**config.mk**
```make
export PLATFORM = sky130hd
export DESIGN_NAME = top_fdct_mac_pipe
export DESIGN_NICKNAME = d
export VERILOG_FILES = /design/src/rtl/top_fdct_mac_pkg.sv /design/src/rtl/top_fdct_mac_pipe_mul.sv /design/src/rtl/top_fdct_mac_pipe.sv
export SDC_FILE = /design/constraint.sdc
export NUM_CORES = 1
export LEC_CHECK = 0
export CORE_ASPECT_RATIO = 0.8
export CORE_MARGIN = 10
export CORE_UTILIZATION = 50
export DETAILED_ROUTE_END_ITERATION = 7
export GPL_TIMING_DRIVEN = 0
export HOLD_SLACK_MARGIN = 0.03
export PLACE_DENSITY = 0.71
export SETUP_SLACK_MARGIN = 0.5
export SLEW_MARGIN = 20
export SYNTH_ARGS = -nofsm -noshare
export SYNTH_HDL_FRONTEND = slang
export SYNTH_SLANG_ARGS = --single-unit
```
**constraint.sdc**
```tcl
create_clock -name ap_clk -period 7 [get_ports ap_clk]
set_input_delay 1.4 -clock ap_clk [delete_from_list [all_inputs] [get_ports ap_clk]]
set_output_delay 1.4 -clock ap_clk [all_outputs]
set_load 0.02 [all_outputs]
```
**src/rtl/top_fdct_mac_pkg.sv**
```systemverilog
// Shared constants, sideband type and sizing helpers for the FDCT multiply/accumulate pipeline.
package top_fdct_mac_pkg;

   localparam int MODE_MUL = 0;
   localparam int MODE_ACC = 1;

   typedef struct packed {
      logic valid;
      logic first;
      logic last;
   } side_t;

   function automatic int prodWidth(input int aWidth, input int bWidth);
      return aWidth + bWidth;
   endfunction

   // Bounds are carried in 64 bits, so result widths up to 62 bits are supported.
   function automatic longint satHi(input int width, input bit isSigned);
      if (isSigned)
         return (64'sd1 <<< (width - 1)) - 64'sd1;
      return (64'sd1 <<< width) - 64'sd1;
   endfunction

   function automatic longint satLo(input int width, input bit isSigned);
      if (isSigned)
         return -(64'sd1 <<< (width - 1));
      return 64'sd0;
   endfunction

endpackage

```
**src/rtl/top_fdct_mac_pipe_mul.sv**
```systemverilog
// Registered multiplier: one operand stage plus NUM_STAGE-1 product stages, with
// valid/first/last sideband travelling alongside the data.
module top_fdct_mac_pipe_mul
   import top_fdct_mac_pkg::*;
#(
   parameter int NUM_STAGE  = 2,
   parameter int din0_WIDTH = 16,
   parameter int din1_WIDTH = 13,
   parameter int A_SIGNED   = 1,
   parameter int B_SIGNED   = 0,
   parameter int MUL_W      = 30
) (
   input  logic                    i_clk,
   input  logic                    i_rstN,
   input  logic                    i_ce,
   input  side_t                   i_side,
   input  logic [din0_WIDTH-1:0]   i_din0,
   input  logic [din1_WIDTH-1:0]   i_din1,
   output side_t                   o_side,
   output logic signed [MUL_W-1:0] o_prod
);

   logic signed [din0_WIDTH:0] r_opA;
   logic signed [din1_WIDTH:0] r_opB;
   side_t                      r_side0;
   logic signed [MUL_W-1:0]    w_aExt;
   logic signed [MUL_W-1:0]    w_bExt;
   logic signed [MUL_W-1:0]    w_prod;

   // Each operand gains one bit so a single signed multiply covers every signedness mix.
   always_ff @(posedge i_clk) begin
      if (!i_rstN) begin
         r_opA   <= '0;
         r_opB   <= '0;
         r_side0 <= '0;
      end else if (i_ce) begin
         r_opA   <= (A_SIGNED != 0) ? {i_din0[din0_WIDTH-1], i_din0} : {1'b0, i_din0};
         r_opB   <= (B_SIGNED != 0) ? {i_din1[din1_WIDTH-1], i_din1} : {1'b0, i_din1};
         r_side0 <= i_side;
      end
   end

   assign w_aExt = {{(MUL_W - din0_WIDTH - 1){r_opA[din0_WIDTH]}}, r_opA};
   assign w_bExt = {{(MUL_W - din1_WIDTH - 1){r_opB[din1_WIDTH]}}, r_opB};
   assign w_prod = w_aExt * w_bExt;

   generate
      if (NUM_STAGE == 1) begin : g_noProdReg
         assign o_prod = w_prod;
         assign o_side = r_side0;
      end else begin : g_prodReg
         logic signed [MUL_W-1:0] r_prodPipe [1:NUM_STAGE-1];
         side_t                   r_sidePipe [1:NUM_STAGE-1];

         always_ff @(posedge i_clk) begin
            if (!i_rstN) begin
               for (int i = 1; i < NUM_STAGE; i++) begin
                  r_prodPipe[i] <= '0;
                  r_sidePipe[i] <= '0;
               end
            end else if (i_ce) begin
               r_prodPipe[1] <= w_prod;
               r_sidePipe[1] <= r_side0;
               for (int i = 2; i < NUM_STAGE; i++) begin
                  r_prodPipe[i] <= r_prodPipe[i-1];
                  r_sidePipe[i] <= r_sidePipe[i-1];
               end
            end
         end

         assign o_prod = r_prodPipe[NUM_STAGE-1];
         assign o_side = r_sidePipe[NUM_STAGE-1];
      end
   endgenerate

endmodule

```
**src/rtl/top_fdct_mac_pipe.sv**
```systemverilog
// Pipelined FDCT multiply / multiply-accumulate unit. Optional saturation with a
// sat_flag output is enabled by defining TOP_FDCT_MAC_SAT_EN; otherwise results wrap.
module top_fdct_mac_pipe
   import top_fdct_mac_pkg::*;
#(
   parameter int ID         = 1,
   parameter int NUM_STAGE  = 2,
   parameter int din0_WIDTH = 16,
   parameter int din1_WIDTH = 13,
   parameter int dout_WIDTH = 29,
   parameter int A_SIGNED   = 1,
   parameter int B_SIGNED   = 0,
   parameter int MODE       = 0
) (
   input  logic                  ap_clk,
   input  logic                  ap_rst_n,
   input  logic                  ce,
   input  logic                  in_valid,
   input  logic [din0_WIDTH-1:0] din0,
   input  logic [din1_WIDTH-1:0] din1,
   input  logic                  in_first,
   input  logic                  in_last,
   output logic                  out_valid,
   output logic [dout_WIDTH-1:0] dout,
   output logic                  out_last
`ifdef TOP_FDCT_MAC_SAT_EN
   ,
   output logic                  sat_flag
`endif
);

   localparam int PROD_W           = prodWidth(din0_WIDTH, din1_WIDTH);
   localparam int MUL_W            = PROD_W + 1;
   localparam int EXT_W            = ((MUL_W > dout_WIDTH) ? MUL_W : dout_WIDTH) + 2;
   localparam bit SIGNED_OUT       = (A_SIGNED != 0) || (B_SIGNED != 0);
   localparam int unusedInstanceId = ID;

`ifdef TOP_FDCT_MAC_SAT_EN
   localparam logic signed [EXT_W-1:0] SAT_HI = EXT_W'(satHi(dout_WIDTH, SIGNED_OUT));
   localparam logic signed [EXT_W-1:0] SAT_LO = EXT_W'(satLo(dout_WIDTH, SIGNED_OUT));
`endif

   function automatic logic signed [EXT_W-1:0] extendOut(input logic [dout_WIDTH-1:0] v);
      if (SIGNED_OUT)
         return {{(EXT_W - dout_WIDTH){v[dout_WIDTH-1]}}, v};
      return {{(EXT_W - dout_WIDTH){1'b0}}, v};
   endfunction

   // Result is {clamped, value}; without saturation the LSBs are simply kept.
   function automatic logic [dout_WIDTH:0] narrowOut(input logic signed [EXT_W-1:0] v);
`ifdef TOP_FDCT_MAC_SAT_EN
      if (v > SAT_HI)
         return {1'b1, SAT_HI[dout_WIDTH-1:0]};
      if (v < SAT_LO)
         return {1'b1, SAT_LO[dout_WIDTH-1:0]};
      return {1'b0, v[dout_WIDTH-1:0]};
`else
      return {1'b0, v[dout_WIDTH-1:0]};
`endif
   endfunction

   side_t                   w_inSide;
   side_t                   w_mulSide;
   logic signed [MUL_W-1:0] w_mulProd;
   logic signed [EXT_W-1:0] w_prodWide;
   logic [dout_WIDTH:0]     w_prodNarrow;
   logic [dout_WIDTH-1:0]   w_prodVal;
   logic                    w_prodClamp;

   assign w_inSide = {in_valid, in_first, in_last};

   top_fdct_mac_pipe_mul #(
      .NUM_STAGE  (NUM_STAGE),
      .din0_WIDTH (din0_WIDTH),
      .din1_WIDTH (din1_WIDTH),
      .A_SIGNED   (A_SIGNED),
      .B_SIGNED   (B_SIGNED),
      .MUL_W      (MUL_W)
   ) u_mul (
      .i_clk  (ap_clk),
      .i_rstN (ap_rst_n),
      .i_ce   (ce),
      .i_side (w_inSide),
      .i_din0 (din0),
      .i_din1 (din1),
      .o_side (w_mulSide),
      .o_prod (w_mulProd)
   );

   // The multiplier output is exact and signed, so sign extension is right for every mix.
   assign w_prodWide   = {{(EXT_W - MUL_W){w_mulProd[MUL_W-1]}}, w_mulProd};
   assign w_prodNarrow = narrowOut(w_prodWide);
   assign w_prodVal    = w_prodNarrow[dout_WIDTH-1:0];
   assign w_prodClamp  = w_prodNarrow[dout_WIDTH];

   generate
      if (MODE == MODE_ACC) begin : g_acc
         logic [dout_WIDTH-1:0] r_acc;
         logic [dout_WIDTH-1:0] r_dout;
         logic                  r_restart;
         logic                  r_outValid;
         logic                  r_outLast;
         logic                  w_startNew;
         logic signed [EXT_W-1:0] w_sumWide;
         logic [dout_WIDTH:0]   w_sumNarrow;
         logic [dout_WIDTH-1:0] w_accNext;

         // A sum restarts on an explicit first tag or on the beat after a last tag.
         assign w_startNew  = w_mulSide.first | r_restart;
         assign w_sumWide   = (w_startNew ? '0 : extendOut(r_acc)) + extendOut(w_prodVal);
         assign w_sumNarrow = narrowOut(w_sumWide);
         assign w_accNext   = w_sumNarrow[dout_WIDTH-1:0];

         always_ff @(posedge ap_clk) begin
            if (!ap_rst_n) begin
               r_acc      <= '0;
               r_dout     <= '0;
               r_restart  <= 1'b1;
               r_outValid <= 1'b0;
               r_outLast  <= 1'b0;
            end else if (ce) begin
               r_outValid <= w_mulSide.valid & w_mulSide.last;
               r_outLast  <= w_mulSide.valid & w_mulSide.last;
               if (w_mulSide.valid) begin
                  r_acc     <= w_accNext;
                  r_restart <= w_mulSide.last;
                  if (w_mulSide.last)
                     r_dout <= w_accNext;
               end
            end
         end

         assign out_valid = r_outValid;
         assign out_last  = r_outLast;
         assign dout      = r_dout;

`ifdef TOP_FDCT_MAC_SAT_EN
         logic r_sticky;
         logic r_satFlag;
         logic w_stickyNext;

         // Any clamp anywhere in the sum marks the final result.
         assign w_stickyNext = (~w_startNew & r_sticky) | w_prodClamp | w_sumNarrow[dout_WIDTH];

         always_ff @(posedge ap_clk) begin
            if (!ap_rst_n) begin
               r_sticky  <= 1'b0;
               r_satFlag <= 1'b0;
            end else if (ce && w_mulSide.valid) begin
               r_sticky <= w_stickyNext;
               if (w_mulSide.last)
                  r_satFlag <= w_stickyNext;
            end
         end

         assign sat_flag = r_satFlag;
`else
         logic w_unusedClamp;
         assign w_unusedClamp = w_prodClamp ^ w_sumNarrow[dout_WIDTH];
`endif
      end else begin : g_mul
         logic w_unusedSide;
         assign w_unusedSide = w_mulSide.first ^ w_mulSide.last;

         assign out_valid = w_mulSide.valid;
         assign out_last  = 1'b0;
         assign dout      = w_prodVal;

`ifdef TOP_FDCT_MAC_SAT_EN
         assign sat_flag = w_prodClamp;
`else
         logic w_unusedClamp;
         assign w_unusedClamp = w_prodClamp;
`endif
      end
   endgenerate

endmodule

```
# Word level (Yosys, flattened, before mapping)
# Memories as Yosys holds them, arrays and structs flattened.
# Index checks and enable logic that the tools add are counted.
[classes]
add_sub_neg = 0
n_mul = 1
div = 0
magnitude_cmp = 0
n_eq_ne = 0
shift = 0
n_mux = 6
bitwise_logic = 2
reduce_logical = 0
[ops]
columns = ["cell", "n"]
rows = [
  ["16-bit by 14-bit multiplier with 30-bit output", 1],
  ["30-bit two-way mux", 1],
  ["1-bit two-way mux", 4],
  ["3-bit two-way mux", 1],
  ["1-bit OR", 2],
]
[word_totals]
regBits = 32
latchBits = 0
ram_bits = 33
romBits = 0
in_bits = 35
wordCells = 16
mem_count = 2
[memory_table]
columns = ["name", "depth", "width", "rd", "rd_ports_with_merged_regs", "wr", "line_no", "source"]
rows = [
  ["u_mul.g_prodReg.r_prodPipe", 1, 30, 1, 0, 1, "top_fdct_mac_pipe_mul.sv:52", "logic signed [MUL_W-1:0] r_prodPipe [1:NUM_STAGE-1];"],
  ["u_mul.g_prodReg.r_sidePipe", 1, 3, 1, 0, 1, "top_fdct_mac_pipe_mul.sv:53", "side_t r_sidePipe [1:NUM_STAGE-1];"],
]

# Logic depth before layout (Yosys ltp)
[logic_depth]
word_depth = 4
depth_mapped = 23
mapped_depth_nobuf = 22

# By module
# Synthesis repeated with hierarchy kept, for this count alone.
[hier_totals]
hier_cells = 1080
hier_area_um2 = 10386.2
[by_module_without_submodules]
columns = ["mod", "n_inst", "cells_per_inst", "area_each_um2"]
rows = [
  ["top_fdct_mac_pipe_mul", 1, 1078, 10375.0],
  ["top_fdct_mac_pipe", 1, 2, 11.3],
]

# Worst setup path before layout
# OpenSTA, ideal clock, no wires.
[synth_timing]
path_type = "register to register"
startpoint = "register u_mul.r_opB[5]"
endpoint = "memory u_mul.g_prodReg.r_prodPipe[1][28], data pin"
t_arrival_ns = 5.654
required_ns = 6.851
path_slack_ns = 1.197
stages_incl_launch_ff = 22
path_buffers = 2
synth_period_minus_slack_ns = 5.803
path_cell_list = "dfxtp_1 clkbuf_1 clkbuf_1 nand2_1 fa_1 inv_1 fa_1 fa_1 fa_1 fa_1 inv_1 fa_1 inv_1 ha_1 a211oi_1 o22ai_1 a211oi_2 o2111ai_1 nand3_1 a31oi_1 or3_1 a21oi_1"
[synth_via]
elab_chain_len = 2
[synth_rtl]
columns = ["item", "line_no", "source"]
rows = [
  ["start, declared", "top_fdct_mac_pipe_mul.sv:24", "logic signed [din1_WIDTH:0] r_opB;"],
  ["start signal, assigned", "top_fdct_mac_pipe_mul.sv:38", "r_opB <= (B_SIGNED != 0) ? {i_din1[din1_WIDTH-1], i_din1} : {1'b0, i_din1};"],
  ["16-bit by 14-bit multiplier with 30-bit output", "top_fdct_mac_pipe_mul.sv:45", "assign w_prod = w_aExt * w_bExt;"],
  ["30-bit two-way mux (no line)", "-", ""],
  ["end, declared", "top_fdct_mac_pipe_mul.sv:52", ""],
]
# No other way between the ends.

# Worst setup path in the final report
[layout_timing]
startpoint = "register u_mul.r_opA[12]"
endpoint = "memory u_mul.g_prodReg.r_prodPipe[1][28], data pin"
[layout_via]
elab_chain_len = 2
[layout_rtl]
columns = ["item", "line_no", "source"]
rows = [
  ["start, declared", "top_fdct_mac_pipe_mul.sv:23", "logic signed [din0_WIDTH:0] r_opA;"],
  ["start signal, assigned", "top_fdct_mac_pipe_mul.sv:37", "r_opA <= (A_SIGNED != 0) ? {i_din0[din0_WIDTH-1], i_din0} : {1'b0, i_din0};"],
  ["16-bit by 14-bit multiplier with 30-bit output", "top_fdct_mac_pipe_mul.sv:45", ""],
  ["30-bit two-way mux (no line)", "-", ""],
]
# No other way between the ends.

==> results.txt <==
In this run the count of I/O pins placed on the die edge is 66. Across the whole layout, storage elements account for 1500 µm². The routability congestion estimate came out at 0.941. Of the cells placed in the final design, the portion with a size suffix greater than 1 is 5.28%.

The worst stage delay on the critical path is 0.53 ns, and the proportion of synthesized chip area in sequential cells is 14.9%. After floorplanning, the core was divided into 46 placement rows. TritonCTS built the clock tree. Startpoint-to-endpoint class of the critical path: flop to flop. Global routing consumed, over all layers together, 19.0% of the routing resources.

Setup repair after global routing left no endpoint under its margin. The actual transition at the worst max-transition pin is 0.802 ns, and the maximum VDD drop is 120 µV. Counting flops with an async set or reset pin after synthesis yields a share of 0%. Buffers placed on the I/O ports in this run total 61. For the slack of the worst reg-to-reg path, the log shows 0.72 ns. Of the available clock period, the critical path in the final layout requires 89.8%.

The critical path goes through clkbuf_2 -> and2_1 -> fa_1 -> inv_1 -> fa_1 -> inv_1 -> fa_1 -> fa_1 -> fa_1 -> inv_1 -> fa_1 -> inv_1 -> ha_1 -> a21oi_1 -> o22ai_1 -> a211oi_2 -> o2111ai_1 -> nand3_1 -> a31oi_1 -> or3_1 -> a21oi_1. TritonCTS created 9 clock buffers. The clock insertion delay at the later pin of the skew report is 0.34 ns, and the power density normalized to cell area is 126 nW/µm².

The cell count after synthesis came out at 1,058. The number of antenna diodes in the final layout is 0. The worst setup path is captured at a flop.

Clock tree synthesis found a total of 60 sinks. The via density per instance was 5.01; the biggest fanout along the worst timing path was 10. For the finished layout, the period the worst path requires is 6.28 ns. The dominant cell type by area after synthesis is sky130_fd_sc_hd__fa_1. By instance count, the cell type seen most on the critical path is sky130_fd_sc_hd__fa_1. The area growth from synthesis to layout is 13.5%, and the relative max-transition margin is 46.5%. The average wire per cell in the routed design was 16.9 µm; the largest clock skew in the final design was 0.00598 ns. Across the run, the number of max-cap violations was 0. Data arrives at the worst endpoint at 6.47 ns.

Entering global routing, the biggest net connects 24 pins. In this run the remaining antenna-violating nets after routing total 0. The static leakage was 5.52 nW; the number of global-route vias before repair was 7,343.

The achievable clock frequency is 159 MHz, and the number of register bits inferred by synthesis is 60. The horizontal die dimension came out at 178 µm. The clock passes through at most 2 buffers. The first global-routing pass estimated 39,000 µm of wire. The most used flip-flop cell after synthesis is sky130_fd_sc_hd__edfxtp_1.

In this run, the number of DRC markers left after iteration 0 of detailed routing was 448. The total via count after detailed routing is 7,020, and the total number of H-tree levels is 3. The path class of the lowest-slack min-delay path was flop to flop. The effective utilization at floorplan is 50.7%, and the estimated wirelength of the detail-placed design is 19,700 µm.

At the end of the flow the core is filled with cells to 57.6%. The number of setup violations in the final report is 0, and the post-synthesis cell type count is 44. For this design, the CTS-stage hold fixing added 0 buffers. By instance count, the leading cell after synthesis is sky130_fd_sc_hd__inv_1.

For this run the aggregate overflow at the end of global routing stands at 0. The worst hold path was traced through 2 stages. Reg-to-reg critical path endpoint: u_mul.g_prodReg.r_prodPipe[1][28]. The die covers 26,200 µm².

Data on the critical path is required at its endpoint by 7.18 ns. The worst-path cell with the longest stage delay was sky130_fd_sc_hd__fa_1. The multi-input combinational cells in the finished layout cover a total of 7500 µm². The worst register-to-register path begins at u_mul.r_opA[12]. The number of nets at the end of the flow was 1,436. The clock-pin slew reported for the worst setup and hold paths after clock tree synthesis was 0.06 ns; the post-layout total power was 1.44 mW.

The tools report the final-report hold violation count as 0. The startpoint of the most critical hold path was u_mul.r_side0[2]. The final-layout fill cell count is 1,744.

STA classifies the critical path startpoint as a flop. The initial antenna violation count came out at 1. After synthesis, the most frequently instantiated cells are sky130_fd_sc_hd__inv_1, sky130_fd_sc_hd__fa_1, sky130_fd_sc_hd__nand2_1. The cell sitting at the root of the clock tree is a sky130_fd_sc_hd__clkbuf_16.

The run gives 0 as the number of DRC violations after detailed routing. The total area inside the core boundary comes to 19,800 µm². Die boundary height: 147 µm. The area share of the largest cell type after synthesis was 39.5%; the number of nets in the synthesized netlist was 1,362. Ranked by total cell area, the synthesized netlist is headed by sky130_fd_sc_hd__fa_1, sky130_fd_sc_hd__edfxtp_1, sky130_fd_sc_hd__ha_1.

In this run, synthesis inferred 30 flip-flops with an integrated enable. For the number of search-and-repair iterations in the first detailed-routing pass, the log shows 5. The run finished with clean final reports. The worst hold path endpoint was u_mul.r_side0[2]. After synthesis the cells add up to 10,000 µm².

Total count of max-transition violations in the final report: 0. In the final timing run, aggregate negative setup slack is 0 ns. The post-detailed-routing wire length is 23,700 µm, and the synthesized area divided by synthesized cell count is 9.50 µm². The Yosys step of the flow raised 0 warnings. The worst-case reg-to-reg path depth came out at 21.
-- kinds of logic (layout without fill, tap and decap cells) --
family	Yosys count	after routing	share of synthesized area, %
buffers and inverters	278	357	10.5
multiplexers	31	31	3.09
other	1	1	0.0373
AO/OA/AOI/OAI	75	75	5.18
adder cells (fa/ha/maj)	269	269	48.3
AND/OR/NAND/NOR	315	315	15.4
flip-flops	60	60	14.9
XOR/XNOR	29	29	2.53
-- cells in the final DEF (no fill, tap or decap), types with 2 or more instances in the layout --
master,instances
sky130_fd_sc_hd__clkbuf_16,9
sky130_fd_sc_hd__o21ai_0,12
sky130_fd_sc_hd__clkinv_2,2
sky130_fd_sc_hd__a211oi_2,3
sky130_fd_sc_hd__clkbuf_2,15
sky130_fd_sc_hd__o21ai_1,2
sky130_fd_sc_hd__ha_1,71
sky130_fd_sc_hd__o21bai_1,7
sky130_fd_sc_hd__xor2_1,8
sky130_fd_sc_hd__nor2_1,41
sky130_fd_sc_hd__clkbuf_1,14
sky130_fd_sc_hd__fa_1,197
sky130_fd_sc_hd__buf_2,2
sky130_fd_sc_hd__clkbuf_8,2
sky130_fd_sc_hd__nor3_1,4
sky130_fd_sc_hd__inv_1,234
sky130_fd_sc_hd__or3_1,2
sky130_fd_sc_hd__a211oi_1,5
sky130_fd_sc_hd__clkdlybuf4s50_1,61
sky130_fd_sc_hd__nand2_1,122
sky130_fd_sc_hd__and2_1,96
sky130_fd_sc_hd__nand3_1,7
sky130_fd_sc_hd__dfxtp_1,29
sky130_fd_sc_hd__a31oi_1,2
sky130_fd_sc_hd__nand4_1,2
sky130_fd_sc_hd__a21o_1,8
sky130_fd_sc_hd__clkbuf_4,8
sky130_fd_sc_hd__mux2i_1,31
sky130_fd_sc_hd__a21oi_1,20
sky130_fd_sc_hd__and3_1,6
sky130_fd_sc_hd__xnor2_1,21
sky130_fd_sc_hd__o21a_1,5
sky130_fd_sc_hd__buf_4,4
sky130_fd_sc_hd__buf_1,2
sky130_fd_sc_hd__edfxtp_1,30
sky130_fd_sc_hd__nor2b_1,31
-- worst max path at each step --
stage	startpoint	to	slack, ns	depth (start not counted)
after floorplan	u_mul.r_opB[5]	u_mul.g_prodReg.r_prodPipe[1][28]	1.20	21
after global placement	u_mul.r_opB[5]	u_mul.g_prodReg.r_prodPipe[1][28]	0.25	21
after detailed placement	u_mul.r_opB[5]	u_mul.g_prodReg.r_prodPipe[1][28]	0.17	21
after CTS	u_mul.r_opB[2]	u_mul.g_prodReg.r_prodPipe[1][28]	0.53	19
after global routing	u_mul.r_opB[5]	u_mul.g_prodReg.r_prodPipe[1][28]	0.46	21
final	u_mul.r_opA[12]	u_mul.g_prodReg.r_prodPipe[1][28]	0.72	21
-- repair_timing --
action / 4_1_cts / 5_1_grt
gates resized for setup: 16 / 51
buffers inserted: 0 / 1
pin swaps: 0 / 1
setup endpoints to repair: 4 / 4
-- flip-flops by register name, summed over array words and instances, names as in the netlist --
signal                      count
u_mul.g_prodReg.r_prodPipe     29
u_mul.g_prodReg.r_sidePipe      1
u_mul.r_opA                    16
u_mul.r_opB                    13
u_mul.r_side0                   1
-- metrics by stage --
stage | std cells | worst slack, ns | area, µm² | hold WS, ns
2_1_floorplan | 1058 | 1.20 | 10000 | 0.474
3_3_place_gp | 1383 | 0.250 | 11000 | 0.493
3_5_place_dp | 1384 | 0.170 | 11000 | 0.515
4_1_cts | 1400 | 0.528 | 11300 | 0.528
5_1_grt | 1401 | 0.460 | 11400 | 0.544
6_report | 1401 | 0.716 | 11400 | 0.529
-- layout make-up --
cell class / instances / share of cell area, %
timing repair buffer: 63 / 5.66
clock buffer: 12 / 2.25
buffer: 44 / 2.06
sequential: 60 / 13.2
tap: 264 / 2.90
inverter: 234 / 7.70
clock inverter: 4 / 0.406
multi-input combinational: 720 / 65.8
-- report_power, final --
| part | switching, mW | internal [mW] | total [mW] | leakage, nW |
|---|---|---|---|---|
| Combinational | 0.323 | 0.240 | 0.563 | 4.79 |
| Sequential | 0.0217 | 0.400 | 0.422 | 0.581 |
| Clock | 0.162 | 0.294 | 0.456 | 0.153 |
| Total | 0.507 | 0.934 | 1.44 | 5.52 |
-- metal layers --
layer | up-vias | track usage, % | routed length [µm]
met5 | - | 0 | 0
met4 | 0 | 5.28 | 517
met3 | 34 | 6.69 | 2570
met2 | 274 | 27.0 | 9730
met1 | 3386 | 26.7 | 10800
li1 | 3326 | - | -
-- critical path, delay by kind of cell, from the launching register on --
kind	cells	cell delay [ns]
flops	1	0.35
fa+ha+maj	7	3.34
simple gates	3	0.76
compound gates	6	1.20
buf+inv	5	0.47
Note: power is estimated with default switching activity, not from simulation.
